## src/rtl/gpgpu_pkg.sv

```systemverilog
// Shared GPGPU definitions used by the warp scheduler and its helpers.
// Holds the MP sizing constants and the warp/block identifier types so
// every block in the streaming multiprocessor agrees on their widths.
package gpgpu_pkg;

   localparam int NUM_WARPS     = 16;
   localparam int NUM_BLOCKS    = 8;
   localparam int WARPID_DEPTH  = $clog2(NUM_WARPS);
   localparam int BLOCKID_DEPTH = $clog2(NUM_BLOCKS);

   typedef logic [WARPID_DEPTH-1:0]  warp_id_t;
   typedef logic [BLOCKID_DEPTH-1:0] block_id_t;

endpackage

```

## src/rtl/rr_arbiter.sv

```systemverilog
// Combinational round-robin arbiter.
// Picks the first set bit of req, searching upward from ptr+1 and wrapping
// modulo WIDTH, so the slot at ptr itself is considered last.
// Ports:
//   req       - request vector, bit i is requester i
//   ptr       - index of the most recently granted requester
//   grant     - at least one request is set
//   grant_idx - index of the winning requester (0 when grant is low)
module rr_arbiter #(
   parameter int WIDTH = 16,
   parameter int IDX_W = $clog2(WIDTH)
) (
   input  logic [WIDTH-1:0] req,
   input  logic [IDX_W-1:0] ptr,
   output logic             grant,
   output logic [IDX_W-1:0] grant_idx
);

   // Walk the WIDTH slots after ptr in rotating order; the first hit wins.
   always_comb begin
      int               s;
      logic [IDX_W-1:0] slot;
      grant     = 1'b0;
      grant_idx = '0;
      s         = 0;
      slot      = '0;
      for (int k = 1; k <= WIDTH; k++) begin
         s    = (int'(ptr) + k) % WIDTH;
         slot = IDX_W'(s);
         if (!grant && req[slot]) begin
            grant     = 1'b1;
            grant_idx = slot;
         end
      end
   end

endmodule

```

## src/rtl/warp_scheduler.sv

```systemverilog
// Per-MP warp scheduler.
// Grants one ready warp per cycle into the pipeline using round-robin order
// over all warp slots, and releases block-level BAR barriers once every live
// warp of a block has arrived.
// Ports:
//   clk        - clock
//   rst        - asynchronous active-low reset
//   ready      - per-warp ready flags
//   valid      - per-warp valid (slot occupied) flags
//   warp_bid   - block ID owning each warp slot
//   stall      - pipeline cannot take a warp this cycle
//   bar_arrive - one warp of block bar_bid executed BAR this cycle
//   bar_bid    - block ID of the arriving warp
//   enter      - a warp is granted this cycle (combinational)
//   enter_id   - granted warp slot (combinational)
//   bar_rst    - one-cycle barrier release pulse
//   bar_id     - block being released
module warp_scheduler
   import gpgpu_pkg::*;
(
   input  logic                 clk,
   input  logic                 rst,
   input  logic [NUM_WARPS-1:0] ready,
   input  logic [NUM_WARPS-1:0] valid,
   input  block_id_t            warp_bid [NUM_WARPS],
   input  logic                 stall,
   input  logic                 bar_arrive,
   input  block_id_t            bar_bid,
   output logic                 enter,
   output warp_id_t             enter_id,
   output logic                 bar_rst,
   output block_id_t            bar_id
);

   localparam int CNT_W = WARPID_DEPTH + 1;
   typedef logic [CNT_W-1:0] cnt_t;

   logic [NUM_WARPS-1:0]  cand;
   logic                  arb_any;
   warp_id_t              arb_idx;
   warp_id_t              rr_ptr;
   cnt_t                  live_cnt [NUM_BLOCKS];
   cnt_t                  arr_cnt  [NUM_BLOCKS];
   logic [NUM_BLOCKS-1:0] rel_hit;
   logic                  rel_any;
   block_id_t             rel_bid;

   // Issue arbiter: the grant is combinational so a warp enters the pipeline
   // in the same cycle it is picked.
   assign cand = ready & valid;

   rr_arbiter #(
      .WIDTH (NUM_WARPS),
      .IDX_W (WARPID_DEPTH)
   ) u_issue_arb (
      .req       (cand),
      .ptr       (rr_ptr),
      .grant     (arb_any),
      .grant_idx (arb_idx)
   );

   assign enter    = ~stall & arb_any;
   assign enter_id = arb_idx;

   // Pointer remembers the last granted slot; reset value makes the first
   // search begin at slot 0.
   always_ff @(posedge clk or negedge rst) begin
      if (!rst) begin
         rr_ptr <= warp_id_t'(NUM_WARPS - 1);
      end else if (enter) begin
         rr_ptr <= enter_id;
      end
   end

   // Number of currently valid warps belonging to each block.
   always_comb begin
      for (int b = 0; b < NUM_BLOCKS; b++) begin
         live_cnt[b] = '0;
      end
      for (int b = 0; b < NUM_BLOCKS; b++) begin
         for (int i = 0; i < NUM_WARPS; i++) begin
            if (valid[i] && warp_bid[i] == block_id_t'(b)) begin
               live_cnt[b] = live_cnt[b] + cnt_t'(1);
            end
         end
      end
   end

   // A block is satisfied once its arrivals reach its live warp count. Using
   // >= lets warps that exit mid-barrier, or a block with no live warps left,
   // still release the ones that are waiting.
   always_comb begin
      for (int b = 0; b < NUM_BLOCKS; b++) begin
         rel_hit[b] = (arr_cnt[b] != '0) && (arr_cnt[b] >= live_cnt[b]);
      end
   end

   // Priority encoder: lowest satisfied block is released first, the others
   // stay satisfied and go out on later cycles.
   always_comb begin
      rel_any = |rel_hit;
      rel_bid = '0;
      for (int b = NUM_BLOCKS - 1; b >= 0; b--) begin
         if (rel_hit[b]) begin
            rel_bid = block_id_t'(b);
         end
      end
   end

   // Registered release pulse and per-block arrival counters. An arrival for
   // the block being released lands after the clear, so it opens the next
   // barrier generation with a count of one.
   always_ff @(posedge clk or negedge rst) begin
      if (!rst) begin
         for (int b = 0; b < NUM_BLOCKS; b++) begin
            arr_cnt[b] <= '0;
         end
         bar_rst <= 1'b0;
         bar_id  <= '0;
      end else begin
         bar_rst <= rel_any;
         if (rel_any) begin
            bar_id <= rel_bid;
         end
         for (int b = 0; b < NUM_BLOCKS; b++) begin
            if (rel_any && rel_bid == block_id_t'(b)) begin
               arr_cnt[b] <= (bar_arrive && bar_bid == block_id_t'(b)) ? cnt_t'(1) : '0;
            end else if (bar_arrive && bar_bid == block_id_t'(b)) begin
               arr_cnt[b] <= arr_cnt[b] + cnt_t'(1);
            end
         end
      end
   end

endmodule
```

## config.mk

```make
export PLATFORM = sky130hd
export DESIGN_NAME = warp_scheduler
export DESIGN_NICKNAME = d
export VERILOG_FILES = /design/src/rtl/gpgpu_pkg.sv /design/src/rtl/rr_arbiter.sv /design/src/rtl/warp_scheduler.sv
export SDC_FILE = /design/constraint.sdc
export NUM_CORES = 1
export LEC_CHECK = 0
export BUFFER_PORTS_ARGS = -buffer_cell sky130_fd_sc_hd__buf_2
export CAP_MARGIN = 30
export CELL_PAD_IN_SITES_DETAIL_PLACEMENT = 0
export CELL_PAD_IN_SITES_GLOBAL_PLACEMENT = 1
export CORE_MARGIN = 2
export CORE_UTILIZATION = 40
export DETAILED_ROUTE_END_ITERATION = 16
export PLACE_DENSITY_LB_ADDON = 0.1
export SLEW_MARGIN = 20
export SYNTH_ARGS = -nofsm -noshare
export SYNTH_HDL_FRONTEND = slang
export SYNTH_HIERARCHICAL = 1
export SYNTH_SLANG_ARGS = --single-unit
export TNS_END_PERCENT = 30
```

## constraint.sdc

```tcl
create_clock -name clk -period 4.5 [get_ports clk]
set_clock_uncertainty 0.1 [all_clocks]
set_input_delay 0.225 -clock clk [delete_from_list [all_inputs] [get_ports clk]]
set_output_delay 0.225 -clock clk [all_outputs]
set_load 0.05 [all_outputs]
```

---- After elaboration in Yosys (flattened, before gate mapping) ----
Cells that the tools add are included.
operators by class
  $add $sub $neg .......................... 144
  $lt $le $gt $ge ......................... 24
  equal/unequal tests ..................... 126
  multiplexer cells ....................... 224
  bitwise gates (word level) .............. 3
  reduce and logical (&&, ||, !) cells .... 217
operators with widths
  kind                   number
  $mux W5                136
  $add A5 B1 Y5 const B  128
  $eq A3 B3 Y1 const B   72
  $logic_and A1 B1 Y1    167
  $eq A3 B2 Y1 const B   36
  $lt A4 B5 Y1 const B   16
  $bmux W1 S4            16
  $mux W4                16
  $eq A3 B1 Y1 const B   18
  $logic_not A3 Y1       18
  $mux W1                48
  $ge A5 B5 Y1           8
  $reduce_bool A5 Y1     8
  $add A4 B4 Y4 const B  8
  $mux W3                8
  $add A4 B3 Y4 const B  4
  $and A16 B16 Y16       1
  $reduce_bool A2 Y1     8
  $logic_not A1 Y1       15
  $add A4 B1 Y4 const B  2
  $add A4 B2 Y4 const B  2
  $reduce_or A8 Y1       1
  $and A1 B1 Y1          1
  $not A1 Y1             1
storage, ports and cells
  bits in registers ....................... 48
  input port bits ......................... 87
  output and inout bits ................... 9

---- Logic depth before layout (Yosys ltp) ----
  word-level depth ........................ 50
  depth in mapped cells ................... 61
  depth with buffers taken out ............ 61

---- Hierarchy ----
The synthesis kept the hierarchy.
by module, submodules not included
  module          times used  cells each  area each (sq um)
  warp_scheduler  1           2,210       16,666.0
  rr_arbiter      1           294         2,531.2

---- Worst setup path after synthesis ----
No wires, ideal clock.
  path kind ............................... input-to-reg
  start ................................... input warp_bid[40] (netlist bit)
  end ..................................... register arr_cnt[5] (netlist bit)
  arrival time ............................ 10.462 ns
  data required time ...................... 4.267 ns
  path slack .............................. -6.195 ns
  stages on the path ...................... 54
  buffers on the path ..................... 3
  path through ............................ buf_2 > nor4bb_1 > clkbuf_1 > mux2i_1 > ha_1 > nand2_1 > nand2_1 > ha_1 > nor2_1 > nor2_1 > ha_1 > nand2_1 > o21a_1 > inv_1 > ha_1 > mux2_2 > ha_1 > o22ai_1 > (+18 left out) > ha_1 > mux2_2 > ha_1 > mux2i_1 > ha_1 > a21o_1 > a21o_1 > a21oi_1 > nor2b_1 > o21ai_0 > inv_1 > or2_2 > clkbuf_1 > nor3_1 > nand3_1 > nor2b_1 > nand2b_1 > xnor2_1
between the ends
  longest elaborated chain between the ends .. 42
  elaborated cells between the ends (all ways) .. 261
ends and longest elaborated chain
  what                                                  line                   text
  from (decl)                                           warp_scheduler.sv:25   input block_id_t warp_bid [NUM_WARPS],
  $eq A3 B3 Y1                                          warp_scheduler.sv:82   if (valid[i] && warp_bid[i] == block_id_t'(b)) begin
  $logic_and A1 B1 Y1                                   warp_scheduler.sv:82
  $mux W5                                               warp_scheduler.sv:82
  $add A5 B1 Y5                                         warp_scheduler.sv:83   live_cnt[b] = live_cnt[b] + cnt_t'(1);
  $mux W5                                               warp_scheduler.sv:82
  $add A5 B1 Y5                                         warp_scheduler.sv:83
  $mux W5                                               warp_scheduler.sv:82
  $add A5 B1 Y5                                         warp_scheduler.sv:83
  (+19 left out)                                        --
  $add A5 B1 Y5                                         warp_scheduler.sv:83
  $mux W5                                               warp_scheduler.sv:82
  $ge A5 B5 Y1                                          warp_scheduler.sv:94   rel_hit[b] = (arr_cnt[b] != '0) && (arr_cnt[b] >= live_cnt[b]);
  $logic_and A1 B1 Y1                                   warp_scheduler.sv:94
  $mux W3 (8 in a row)                                  warp_scheduler.sv:104  if (rel_hit[b]) begin
  $eq A3 B3 Y1                                          warp_scheduler.sv:126  if (rel_any && rel_bid == block_id_t'(b)) begin
  $logic_and A1 B1 Y1 *                                 warp_scheduler.sv:126
  $mux W5 / $reduce_bool A2 Y1 (equally long branches)  --
  to (signal, indexed assignment)                       warp_scheduler.sv:127  arr_cnt[b] <= (bar_arrive && bar_bid == block_id_t'(b)) ? cnt_t'(1) : '0;
  to (signal, indexed assignment)                       warp_scheduler.sv:129  arr_cnt[b] <= arr_cnt[b] + cnt_t'(1);
  to (decl)                                             warp_scheduler.sv:43   cnt_t arr_cnt [NUM_BLOCKS];
Mark *: on every way between the ends. The rest lies on a longest branch, timed or not.
A chain may end at the register's enable or synchronous reset.

---- Worst setup path in the final report ----
  start ................................... input warp_bid[46] (netlist bit)
  end ..................................... register arr_cnt[10] (netlist bit)
between the ends
  longest elaborated chain between the ends .. 46
  elaborated cells between the ends (all ways) .. 293
ends and longest elaborated chain
  what                                                  line
  $eq A3 B3 Y1                                          warp_scheduler.sv:82
  $logic_and A1 B1 Y1                                   warp_scheduler.sv:82
  $mux W1                                               warp_scheduler.sv:82
  $add A5 B1 Y5                                         warp_scheduler.sv:83
  $mux W5                                               warp_scheduler.sv:82
  $add A5 B1 Y5                                         warp_scheduler.sv:83
  $mux W5                                               warp_scheduler.sv:82
  $add A5 B1 Y5                                         warp_scheduler.sv:83
  (+23 left out)                                        --
  $add A5 B1 Y5                                         warp_scheduler.sv:83
  $mux W5                                               warp_scheduler.sv:82
  $ge A5 B5 Y1                                          warp_scheduler.sv:94
  $logic_and A1 B1 Y1                                   warp_scheduler.sv:94
  $mux W3 (8 in a row)                                  warp_scheduler.sv:104
  $eq A3 B3 Y1                                          warp_scheduler.sv:126
  $logic_and A1 B1 Y1 *                                 warp_scheduler.sv:126
  $mux W5 / $reduce_bool A2 Y1 (equally long branches)  --
Marks and branches as above.

==> results.ini <==
[synth]
ys_seq_area_frac=0.06283
yosysWarnings=6
netlist_top_cells_area=ha_1 12%, xnor2_1 11%, dfrtp_1 5.7%, nand2_1 5.7%, xor2_1 5.1%
dominantRegCellSynth=dfrtp_1
syn_inst=2504
synth_top_cell_area_share=0.1199
yosysMostFrequentCell=nand2_1
syn-num-nets=2775
synth_area_per_cell_um2=7.667
synthTopCellsByCount=290 x nand2_1, 251 x nor2_1, 231 x xnor2_1, 184 x ha_1, 113 x inv_1
synthArstFlopShare=1.000
ys_types=106
synth_top_cell_by_area=ha_1
synth_edf_count=0
synth_seq_cells=48
netlist_area_um2=19200

[clock_tree]
cts.sinks=48
htree_levels=2
cts_root_buf=clkbuf_16
insertion_delay_ns=0.32
clk_pin_slew_ns=0.08
cts_buffers=5
cts_tree=built
clock_path_buffers=2

[floorplanning]
fp.dieArea_um2=49760
die_y_um=223.1
row_count=80
die_w_um=223.1
core_um2=47550
initial_core_util=0.4038
ios=96

[job]
maxCapViolations=0

[place]
place_congestion=0.9174
dp_hpwl_um=55670
dp_worst_setup_slack_ns=-5.867
post-place-cells=4003
port_buffers=95

[detailed_routing]
vias_per_cell=5.390
postRouteWirelength_um=71900
ant_nets=0
wl_per_cell_um=17.06
drt-initial-drc-count=1533
drc=0
num_vias=22717
drt_first_pass_iters=5

[worst_setup_path]
rrSetupSlack_ns=0.45
worstPathArrival_ns=9.86
path_max_fanout=4
cpPeakStageDelay_ns=0.49
setup.worst_path.end_class=flop
crit_slowest_cell=xor3_2
cp-start-kind=primary input
crit_type=in2reg
crit_top_cell=buf_4
cp.required_ns=4.59

[sta]
setup_viol=44
rsz0062_at_grt=true
hold_viol=0
layout_setup_ws_ns=-5.271
worstMarginPinSlew_ns=0.9982
slew_viol_final=0
period_share=2.171
fmax_mhz=102.3
relSlewSlack=0.3294
fin_hold_ws_ns=0.2006
period_needed_ns=9.771

[power]
p_leak_nw=14.03
power.density_nw_per_um2=379.7
vdd_ir_drop_max_v=0.0004234

[final_layout]
stdcell_count=4215
multi_input_area_um2=18910
fin_nets=3870
fillers=4043
areaGrowthSynthToFinish_pct=57.94
regArea_um2=1206
antenna_cells=0
drive_gt1_frac=0.4436

[grt]
grt_pass1_vias=22778
grt_remaining_overflow=0
grt_usage=0.2779
grt_max_degree=49
grt_first_pass_wirelength_um=112700
antenna_found_initial=0

[worst_hold_path]
hold_path_class=in2reg

[status]
violations=setup timing
outcome=finished, violations left

worst max-delay path: cells and delay by family:
family | cells | cell delay, ns
fa+ha+maj | 4 | 1.13
simple gates | 12 | 1.72
mux | 1 | 0.21
xor+xnor | 8 | 1.59
buf+inv | 38 | 4.74
compound gates | 2 | 0.20
state kept, by name (all words and copies together) (netlist names):
register / flops
arr_cnt: 40
rr_ptr: 4
bar_id: 3
bar_rst: 1
report_power, final:
group          switching (mW)  total (mW)  internal [mW]
combinational            5.50        10.3           4.84
clock                   0.206       0.472          0.265
sequential              0.135       0.704          0.569
total                    5.84        11.5           5.67
logic make-up (layout without fill, tap and decap cells):
group	Yosys count	in the layout	share of synthesized area
AO/OA/AOI/OAI	447	447	0.1549
XOR/XNOR	407	407	0.2270
adder cells (fa/ha/maj)	187	187	0.1216
buffers and inverters	204	1300	0.04452
flip-flops	48	48	0.06283
multiplexers	154	154	0.1032
AND/OR/NAND/NOR	1057	1057	0.2860
path summary, 6_finish.rpt:
check	cells past startpoint	from	endpoint
worst min-delay path	3	stall	rr_ptr[1]
worst max register to register	11	rr_ptr[0]	rr_ptr[3]
max in group asynchronous	3	rst	arr_cnt[25]
worst max-delay path	65	warp_bid[46]	arr_cnt[10]
min in group asynchronous	3	rst	arr_cnt[5]
worst min register to register	1	bar_id[2]	bar_id[2]
placed cells by master, fill, tap and decap left out, drive strengths merged, types with 41 or more instances in the layout:
master / count
a21oi: 106
and2: 41
buf: 1171
dfrtp: 44
ha: 184
inv: 116
mux2i: 94
nand2: 290
nand2b: 47
nand3: 83
nand4: 49
nor2: 252
nor3: 67
o21ai: 87
xnor2: 254
xor2: 118
routing by layer:
metal / track usage / vias to the layer above / wire length (µm)
met5: 0 / - / 0
met2: 0.4941 / 470 / 35110
met1: 0.3525 / 10850 / 32130
met4: 0.08292 / 0 / 2034
met3: 0.03082 / 138 / 2618
li1: - / 11259 / -
metrics by stage:
step	utilization	cell area, µm²	power, mW	setup TNS (ns)
after floorplan	-	19590	6.537	-214.42
after global placement	0.5687	27040	9.472	-234.82
after detailed placement	0.5687	27040	9.647	-243.88
after CTS	0.6131	29150	10.66	-209.43
after global routing	0.6377	30320	12.38	-229.99
final	0.6377	30320	11.51	-215.96
area by class of cell:
class	count	share of cell area
Clock buffer	5	0.004127
Clock inverter	3	0.001527
Inverter	118	0.01502
Multi-Input combinational cell	2252	0.6235
Sequential cell	48	0.03978
Tap cell	615	0.02538
Timing Repair Buffer	1174	0.2906
timing repair:
item	CTS	global route
pin swaps	119	143
setup buffers	167	38
hold endpoints to repair	44	0
hold buffers	1	0
endpoints found under the setup margin	47	49
gates resized for setup	155	190
Note: power is estimated with default switching activity, not from simulation.
